--- src/rtl/spi_slave_cmd_sequencer.sv ---
// SPI slave command sequencer: walks a received command through address,
// dummy and data phases, issuing register/memory write and read-request pulses.
module spi_slave_cmd_sequencer #(
    parameter int unsigned ADDR_BYTES = 4
) (
    input  logic        clk_i,
    input  logic        rst_i,
    input  logic        cs_n_i,
    input  logic        rx_valid_i,
    input  logic [7:0]  rx_data_i,
    output logic [7:0]  cmd_o,
    input  logic        get_addr_i,
    input  logic        get_data_i,
    input  logic        send_data_i,
    input  logic        enable_cont_i,
    input  logic        enable_regs_i,
    input  logic        wait_dummy_i,
    input  logic        error_i,
    input  logic [1:0]  reg_sel_i,
    input  logic [7:0]  dummy_len_i,
    output logic [31:0] addr_o,
    output logic [7:0]  wdata_o,
    output logic        reg_we_o,
    output logic [1:0]  reg_sel_o,
    output logic        mem_we_o,
    output logic        rd_req_o,
    output logic        busy_o,
    output logic        err_o
);

    typedef enum logic [2:0] {
        S_IDLE,
        S_DECODE,
        S_ADDR,
        S_DUMMY,
        S_RX,
        S_TX,
        S_DONE,
        S_ERR
    } state_t;

    state_t      state_q, state_d;
    state_t      data_state;
    logic [7:0]  cmd_q, cmd_d;
    logic [31:0] addr_q, addr_d;
    logic [7:0]  wdata_q, wdata_d;
    logic [7:0]  cnt_q, cnt_d;
    logic [1:0]  reg_sel_q, reg_sel_d;
    logic        reg_we_q, reg_we_d;
    logic        mem_we_q, mem_we_d;
    logic        rd_req_q, rd_req_d;
    logic        err_q, err_d;
    logic        inc_q, inc_d;

    // Data phase chosen once command decode and addressing are finished.
    always_comb begin
        data_state = S_DONE;
        if (wait_dummy_i && dummy_len_i != 8'd0) begin
            data_state = S_DUMMY;
        end else if (send_data_i) begin
            data_state = S_TX;
        end else if (get_data_i) begin
            data_state = S_RX;
        end
    end

    always_comb begin
        state_d   = state_q;
        cmd_d     = cmd_q;
        addr_d    = inc_q ? addr_q + 32'd1 : addr_q;
        wdata_d   = wdata_q;
        cnt_d     = cnt_q;
        reg_sel_d = 2'b00;
        reg_we_d  = 1'b0;
        mem_we_d  = 1'b0;
        rd_req_d  = 1'b0;
        err_d     = 1'b0;
        inc_d     = 1'b0;

        if (state_q != S_IDLE && cs_n_i) begin
            state_d = S_IDLE;
        end else begin
            unique case (state_q)
                S_IDLE: begin
                    if (!cs_n_i && rx_valid_i) begin
                        cmd_d   = rx_data_i;
                        state_d = S_DECODE;
                    end
                end
                S_DECODE: begin
                    cnt_d = 8'd0;
                    if (error_i) begin
                        state_d = S_ERR;
                        err_d   = 1'b1;
                    end else if (get_addr_i) begin
                        state_d = S_ADDR;
                    end else begin
                        state_d = data_state;
                    end
                end
                S_ADDR: begin
                    if (rx_valid_i) begin
                        addr_d = {addr_q[23:0], rx_data_i};
                        cnt_d  = cnt_q + 8'd1;
                        if (cnt_q == 8'(ADDR_BYTES - 1)) begin
                            cnt_d   = 8'd0;
                            state_d = data_state;
                        end
                    end
                end
                S_DUMMY: begin
                    if (rx_valid_i) begin
                        cnt_d = cnt_q + 8'd1;
                        if (cnt_q == dummy_len_i - 8'd1) begin
                            state_d = send_data_i ? S_TX : S_RX;
                        end
                    end
                end
                S_RX: begin
                    if (rx_valid_i) begin
                        wdata_d = rx_data_i;
                        if (enable_regs_i) begin
                            reg_we_d  = 1'b1;
                            reg_sel_d = reg_sel_i;
                        end else begin
                            mem_we_d = 1'b1;
                        end
                        // Address advances the cycle after the write pulse.
                        inc_d = enable_cont_i && !enable_regs_i;
                        if (!enable_cont_i) begin
                            state_d = S_DONE;
                        end
                    end
                end
                S_TX: begin
                    if (rx_valid_i) begin
                        if (enable_cont_i) begin
                            rd_req_d = 1'b1;
                            if (enable_regs_i) begin
                                reg_sel_d = reg_sel_i;
                            end else begin
                                addr_d = addr_q + 32'd1;
                            end
                        end else begin
                            state_d = S_DONE;
                        end
                    end
                end
                S_DONE: begin
                    state_d = S_DONE;
                end
                S_ERR: begin
                    state_d = S_ERR;
                end
            endcase
        end

        if (state_d == S_TX && state_q != S_TX) begin
            rd_req_d  = 1'b1;
            reg_sel_d = enable_regs_i ? reg_sel_i : 2'b00;
        end
    end

    always_ff @(posedge clk_i) begin
        if (rst_i) begin
            state_q   <= S_IDLE;
            cmd_q     <= 8'd0;
            addr_q    <= 32'd0;
            wdata_q   <= 8'd0;
            cnt_q     <= 8'd0;
            reg_sel_q <= 2'b00;
            reg_we_q  <= 1'b0;
            mem_we_q  <= 1'b0;
            rd_req_q  <= 1'b0;
            err_q     <= 1'b0;
            inc_q     <= 1'b0;
        end else begin
            state_q   <= state_d;
            cmd_q     <= cmd_d;
            addr_q    <= addr_d;
            wdata_q   <= wdata_d;
            cnt_q     <= cnt_d;
            reg_sel_q <= reg_sel_d;
            reg_we_q  <= reg_we_d;
            mem_we_q  <= mem_we_d;
            rd_req_q  <= rd_req_d;
            err_q     <= err_d;
            inc_q     <= inc_d;
        end
    end

    assign cmd_o     = cmd_q;
    assign addr_o    = addr_q;
    assign wdata_o   = wdata_q;
    assign reg_we_o  = reg_we_q;
    assign reg_sel_o = reg_sel_q;
    assign mem_we_o  = mem_we_q;
    assign rd_req_o  = rd_req_q;
    assign err_o     = err_q;
    assign busy_o    = (state_q != S_IDLE);

endmodule

--- config.mk ---
export PLATFORM = sky130hd
export DESIGN_NAME = spi_slave_cmd_sequencer
export DESIGN_NICKNAME = d
export VERILOG_FILES = /design/src/rtl/spi_slave_cmd_sequencer.sv
export SDC_FILE = /design/constraint.sdc
export NUM_CORES = 1
export LEC_CHECK = 0
export CORE_ASPECT_RATIO = 0.7
export CORE_MARGIN = 8
export CORE_UTILIZATION = 33
export CTS_CLUSTER_DIAMETER = 80
export DETAILED_ROUTE_END_ITERATION = 7
export GPL_TIMING_DRIVEN = 0
export SLEW_MARGIN = 15
export SYNTH_ARGS = -nofsm -noshare
export SYNTH_HDL_FRONTEND = slang
export SYNTH_SLANG_ARGS = --single-unit
--- constraint.sdc ---
create_clock -name clk_i -period 4.4 [get_ports clk_i]
set_input_delay 0.66 -clock clk_i [delete_from_list [all_inputs] [get_ports clk_i]]
set_output_delay 0.66 -clock clk_i [all_outputs]
set_load 0.02 [all_outputs]
==> results of run 1 <==
-- metal layers --
layer  up-vias  GRT usage, %  share of wire [%]
met5         -             0                  0
met4         0          5.01                1.2
met3        24          5.18                 11
met2       305          25.5                 40
met1      2467          27.4                 47
li1       2424             -                  -
-- power by group --
part	internal, µW	switching [µW]	leakage [µW]
Combinational	51.6	78.9	0.00142
Clock	388	270	0.000127
Sequential	602	2.50	0.000532
Total	1040	351	0.00208
-- worst max path at each step --
stage | slack, ps | startpoint | cells past startpoint | endpoint
after detailed placement | 920 | dummy_len_i[0] | 10 | rd_req_o$_SDFF_PP0_
final | 1210 | dummy_len_i[0] | 10 | reg_sel_o[0]$_SDFF_PP0_
after floorplan | 1990 | dummy_len_i[0] | 9 | reg_sel_o[0]$_SDFF_PP0_
after CTS | 1260 | dummy_len_i[0] | 10 | rd_req_o$_SDFF_PP0_
after global routing | 1110 | dummy_len_i[0] | 10 | rd_req_o$_SDFF_PP0_
after global placement | 990 | dummy_len_i[0] | 10 | rd_req_o$_SDFF_PP0_
-- cell families (layout without fill, tap and decap cells) --
| logic type | Yosys count | count (layout) | share of synthesized area, % |
|---|---|---|---|
| flip-flops | 66 | 66 | 28.1 |
| AND/OR/NAND/NOR | 258 | 258 | 28.9 |
| buffers and inverters | 54 | 150 | 5.33 |
| AO/OA/AOI/OAI | 156 | 156 | 22.8 |
| multiplexers | 13 | 13 | 2.77 |
| adder cells (fa/ha/maj) | 4 | 4 | 1.07 |
| XOR/XNOR | 59 | 59 | 11.0 |
-- worst max-delay path, cell delays in order --
cell and delay [ps]:
clkdlybuf4s50_1 580, inv_1 100, ha_1 280, nor2b_1 150, or3_1 350, a31oi_1 210
o211ai_1 260, o211ai_1 360, a41o_1 310, and4_1 200
-- cells in the mapped netlist, types with 6 or more instances --
| cell type | number | area [µm²] |
|---|---|---|
| nand3_1 | 39 | 195 |
| inv_1 | 7 | 26.3 |
| nor3_1 | 7 | 35.0 |
| and4_1 | 12 | 105 |
| dfxtp_1 | 66 | 1320 |
| o22ai_1 | 15 | 93.8 |
| a31oi_1 | 9 | 56.3 |
| clkbuf_1 | 25 | 93.8 |
| nand4_1 | 15 | 93.8 |
| nand2_1 | 50 | 188 |
| a21o_1 | 8 | 60.1 |
| buf_2 | 10 | 50.1 |
| a22oi_1 | 11 | 82.6 |
| o211ai_1 | 8 | 60.1 |
| and3_1 | 14 | 87.6 |
| a21oi_1 | 30 | 150 |
| xnor2_1 | 30 | 263 |
| xor2_1 | 29 | 254 |
| and2_1 | 6 | 37.5 |
| mux2i_1 | 13 | 130 |
| nor2_1 | 71 | 267 |
| o21ai_0 | 28 | 140 |
-- per-stage QoR --
stage	std cells	util [%]	setup slack, ps	instance area (µm²)	hold slack [ps]
after floorplan	610	-	1990	4690	522
after global placement	882	41.3	988	5750	449
after detailed placement	882	41.3	919	5750	451
after CTS	896	43.2	1260	6010	459
after global routing	896	43.2	1110	6010	474
final	896	43.2	1210	6010	455
-- state kept, by name, indices dropped and copies added (netlist names) --
name / cells
inc_q: 1
mem_we_o: 1
cmd_o: 8
addr_o: 32
reg_we_o: 1
state_q: 3
cnt_q: 8
rd_req_o: 1
reg_sel_o: 2
err_o: 1
wdata_o: 8
-- cell type report --
type,count,share of cell area [%]
Clock buffer,11,4.04
Timing Repair Buffer,82,13.6
Sequential cell,66,22.0
Tap cell,190,3.95
Clock inverter,3,0.291
Multi-Input combinational cell,490,51.9
Buffer,45,3.60
Inverter,9,0.562
==> results.tsv, run 1 <==
stage	metric	value	unit
die	Rows	36	
cells_and_area	Sequential Area	1320	µm²
die	die height	116	µm
die	area of the core	13900	µm²
die	die area	18400	µm²
drt	Routed Antenna Nets	0	
sta	Final Hold Vio Count	0	
setup_path	Reg-to-Reg Start	addr_o[0]$_SDFF_PP0_	
drt	total wire length	17000	µm
clock_network	postcts setup bufs	0	
clock_network	TritonCTS clock tree	yes	
placed_design	Final Wtd Congestion	0.915	
logic_synthesis	Cells after Synth	610	
global_routing	initial antenna violation count	0	
global_routing	first-pass GRT wire length	26900	µm
clock_network	htree depth	3	
drt	via count	5220	
logic_synthesis	Mapped Area	4690	µm²
power	Pleak	0.00208	µW
worst_hold_path	WHS Path Cells	2	
global_routing	vias in the first global route	4922	
logic_synthesis	Seq/Total Area, Yosys	28.1	%
sta	RSZ-0062 raised after global routing	no	
worst_hold_path	worst hold path class	flip-flop to flip-flop	
logic_synthesis	Synth cell types	75	
global_routing	total gr overflow	0	
setup_path	Worst EP arrival	3470	ps
placed_design	I/O Buffers	82	
drt	routed len/inst	19.0	µm
logic_synthesis	EDFF count, synth	0	
setup_path	type of the worst setup path	input port to flip-flop	
clock_network	CTS Hold Bufs	0	
logic_synthesis	syn avg cell area	7.70	µm²
drt	drt first pass iters	5	
worst_hold_path	hold endpoint	cmd_o[0]$_SDFFE_PP0P_	
sta	final cycle utilization of the critical path	72.6	%
sta	min Tclk post-route	3190	ps
cells_and_area	area of the multi-input gates	3120	µm²
placed_design	post-detail-place hpwl	12900	µm
drt	vias per cell	5.83	
die	Initial Util	33.7	%
sta	Worst slew margin	52.9	%
sta	Achievable Freq	0.313	GHz
setup_path	critical path endpoint category	flip-flop	
power	P per Cell Area	232	nW/µm²
drt	# DRC	0	
setup_path	FF-to-FF path depth	10	
cells_and_area	most common cell after layout, fill and taps aside	clkdlybuf4s50_1	
logic_synthesis	Synth Register Bits	66	
logic_synthesis	Ys Warns	0	
power	total power	1390	µW
setup_path	Worst Path Required	4680	ps
status	status	finished clean	
clock_network	Num CTS Buffers	9	
worst_hold_path	worst hold start	cmd_o[0]$_SDFFE_PP0P_	
die	die width	159	µm
die	number of top-level pins	84	
global_routing	largest net degree at the start of global routing	11	
clock_network	post-cts sizing count	0	
cells_and_area	ANT cells	0	
sta	Final Slew Violations	0	
setup_path	R2R setup slack	1660	ps
logic_synthesis	Primary FF master, synth	dfxtp_1	
logic_synthesis	Synth async-reset ratio	0	%
job	Max-cap violations	0	
sta	clk_skew	8.27	ps
clock_network	clk slew on worst S/H paths	50	ps
sta	Worst Max-Slew Pin Slew	706	ps
cells_and_area	FILL cells	1393	
cells_and_area	area grow syn2layout	28.1	%
cells_and_area	layout cells sized above 1	7.37	%
global_routing	Tot GR Track Use	18.6	%
clock_network	CTS Buffer Depth	2	
power	worst vdd ir	0.175	mV
clock_network	worst skew pair latency	340	ps
setup_path	Crit Path Max Fanout	6	
setup_path	FF-to-FF End	addr_o[22]$_SDFF_PP0_	
sta	setup TNS	0	ps
sta	Final Setup Violations	0	
drt	Initial DRC Count	509	
cells_and_area	commonest cells after routing, fill and taps aside	82 x clkdlybuf4s50_1, 71 x nor2_1, 66 x dfxtp_1	
clock_network	CTS sink cnt	66	
setup_path	startpoint types	input port	
cells_and_area	final net count	736	
logic_synthesis	Syn Nets	643	
clock_network	root buf cell	clkbuf_16	
No activity file was read; power rests on OpenSTA's default activity.
==> run 2, diff against run 1 <==
Clock period 4.4 ns to 2.8 ns, I/O delays scaled along.
==> run 2 against run 1 <==
Against the previous run:
- final cell count up 0.45%
- clock power up 58%
- wire length is 0.92% higher
- largest power group unchanged
- critical path type unchanged
- critical endpoint unchanged
==> results.tsv, run 2 (synthesized netlist as in run 1, its figures left out) <==
stage	metric	value	unit	change
global_routing	largest net degree at the start of global routing	11		unchanged
sta	min Tclk post-route	2700	ps	
drt	total wire length	17200	µm	+0.92%
cells_and_area	FILL cells	1387		-0.43%
setup_path	Crit path top cell by count	o211ai_1		
clock_network	worst skew pair latency	340	ps	about the same
drt	Routed Antenna Nets	0		unchanged
sta	final cycle utilization of the critical path	96.3	%	
sta	Worst slew margin	52.8	%	-0.090 points
job	Max-cap violations	0		unchanged
cells_and_area	final net count	740		+0.54%
setup_path	Worst EP arrival	2920	ps	-550 ps
global_routing	first-pass GRT wire length	27100	µm	+0.59%
drt	# DRC	0		unchanged
drt	drt first pass iters	5		unchanged
die	die area	18400	µm²	unchanged
sta	setup TNS	0	ps	unchanged
setup_path	CP max stage delay	530	ps	-50 ps
status	status	finished clean		
die	die width	159	µm	unchanged
sta	clk_skew	7.50	ps	-0.775 ps
cells_and_area	max FFs per register	32		unchanged
setup_path	cell breakdown of the critical path	clkdlybuf4s50_1 > or4_1 > o221ai_1 > o211ai_1 > o211ai_1 > o211ai_1 > a41o_1 > and4_1		
drt	routed len/inst	19.1	µm	+0.47%
power	P per Cell Area	361	nW/µm²	+56%
sta	Final Slew Violations	0		unchanged
global_routing	total gr overflow	0		unchanged
placed_design	I/O Buffers	82		unchanged
die	area of the core	13900	µm²	unchanged
power	Pleak	0.00213	µW	+2.1%
setup_path	slowest CP cell	clkdlybuf4s50_1		
cells_and_area	commonest cells after routing, fill and taps aside	79 x clkdlybuf4s50_1, 70 x nor2_1, 64 x dfxtp_1		
cells_and_area	most common cell after layout, fill and taps aside	clkdlybuf4s50_1		
clock_network	clk slew on worst S/H paths	50	ps	about the same
setup_path	type of the worst setup path	input port to flip-flop		
setup_path	R2R setup slack	150	ps	-1510 ps
die	Rows	36		unchanged
setup_path	startpoint types	input port		
worst_hold_path	worst hold path class	flip-flop to flip-flop		
clock_network	CTS sink cnt	66		unchanged
power	total power	2190	µW	+58%
drt	via count	5212		-0.15%
sta	Worst Max-Slew Pin Slew	707	ps	+1.35 ps
cells_and_area	ANT cells	0		unchanged
sta	Achievable Freq	0.371	GHz	
global_routing	vias in the first global route	4954		+0.65%
setup_path	Buf+Inv Stages, Crit Path	1		-1
die	Initial Util	33.7	%	unchanged
die	die height	116	µm	unchanged
power	worst vdd ir	0.276	mV	+58%
setup_path	critical path endpoint category	flip-flop		
clock_network	Num CTS Buffers	9		unchanged
global_routing	initial antenna violation count	0		unchanged
setup_path	Crit Path Max Fanout	6		unchanged
sta	Final Setup Violations	0		unchanged
placed_design	Final Wtd Congestion	0.915		unchanged
sta	Final Hold Vio Count	0		unchanged
global_routing	Tot GR Track Use	18.7	%	+0.11 points
cells_and_area	layout cells sized above 1	9.15	%	+1.8 points
clock_network	CTS Buffer Depth	2		unchanged
setup_path	CP delay by family, top	compound AO/OA/AOI/OAI gates		
setup_path	Worst Path Required	3030	ps	-1650 ps
placed_design	post-detail-place hpwl	12900	µm	unchanged
drt	Initial DRC Count	486		-4.5%
die	number of top-level pins	84		unchanged
clock_network	TritonCTS clock tree	yes		
clock_network	root buf cell	clkbuf_16		
cells_and_area	area grow syn2layout	29.5	%	
clock_network	htree depth	3		unchanged
drt	vias per cell	5.79		-0.60%
sta	RSZ-0062 raised after global routing	no		
==> run 2: worst paths after layout <==
kind                                             from                       to  cells past startpoint
worst max-delay path                   dummy_len_i[3]  reg_sel_o[0]$_SDFF_PP0_                      8
worst min-delay path            cmd_o[0]$_SDFFE_PP0P_    cmd_o[0]$_SDFFE_PP0P_                      2
worst max register to register   addr_o[0]$_SDFF_PP0_    addr_o[22]$_SDFF_PP0_                     10
worst min register to register  cmd_o[0]$_SDFFE_PP0P_    cmd_o[0]$_SDFFE_PP0P_                      2
==> run 2: power breakdown <==
part / switching (µW) / internal [µW] / leakage (µW)
combinational: 127 / 81.8 / 0.00147
clock: 426 / 610 / 0.000127
sequential: 3.96 / 945 / 0.000533
total: 557 / 1640 / 0.00213
==> run 2: cell type report <==
cell class              instances  area, µm²  share of cell area, %
well taps                     190        238                   3.91
clock inverters                 3       17.5                  0.288
repair buffers                 86        855                   14.1
inverters                       9       33.8                  0.556
plain buffers                  45        218                   3.58
clock buffers                  11        243                   3.99
flip-flops and latches         66       1320                   21.8
multi-input cells             490       3150                   51.8
==> run 2: routing by layer <==
metal  vias up  GRT usage, %  part of all wire, %
met5         -             0                    0
met4         0          5.20                  1.6
met3        28          5.40                   10
met2       267          25.7                   40
met1      2482          27.4                   48
li1       2435             -                    -
==> run 2: worst register-to-register path: stages, from the launching register on <==
cell	delay [ps]
dfxtp_2	440
ha_1	290
and4_1	200
buf_2	200
and4_1	280
and2_1	140
buf_2	200
nand3_1	120
xor2_1	180
a21o_1	200
a221oi_1	270
==> run 2: what timing repair did <==
item                                    4_1_cts  5_1_grt
endpoints found under the setup margin        3       14
setup buffers                                 3        1
resized for setup                             3       10
cloned                                        0        0
pin swaps                                     2        4
hold endpoints to repair                      0        0
hold buffers                                  0        0
==> run 2: per-stage QoR <==
stage / utilization (%) / cells / hold WS (ps) / cell area, µm² / worst slack [ps]
2_1_floorplan: - / 610 / 499 / 4690 / 468
3_3_place_gp: 41.3 / 882 / 449 / 5750 / -372
3_5_place_dp: 41.3 / 882 / 451 / 5750 / -441
4_1_cts: 43.4 / 899 / 459 / 6040 / 36.3
5_1_grt: 43.7 / 900 / 474 / 6080 / 12.8
6_report: 43.7 / 900 / 455 / 6080 / 104
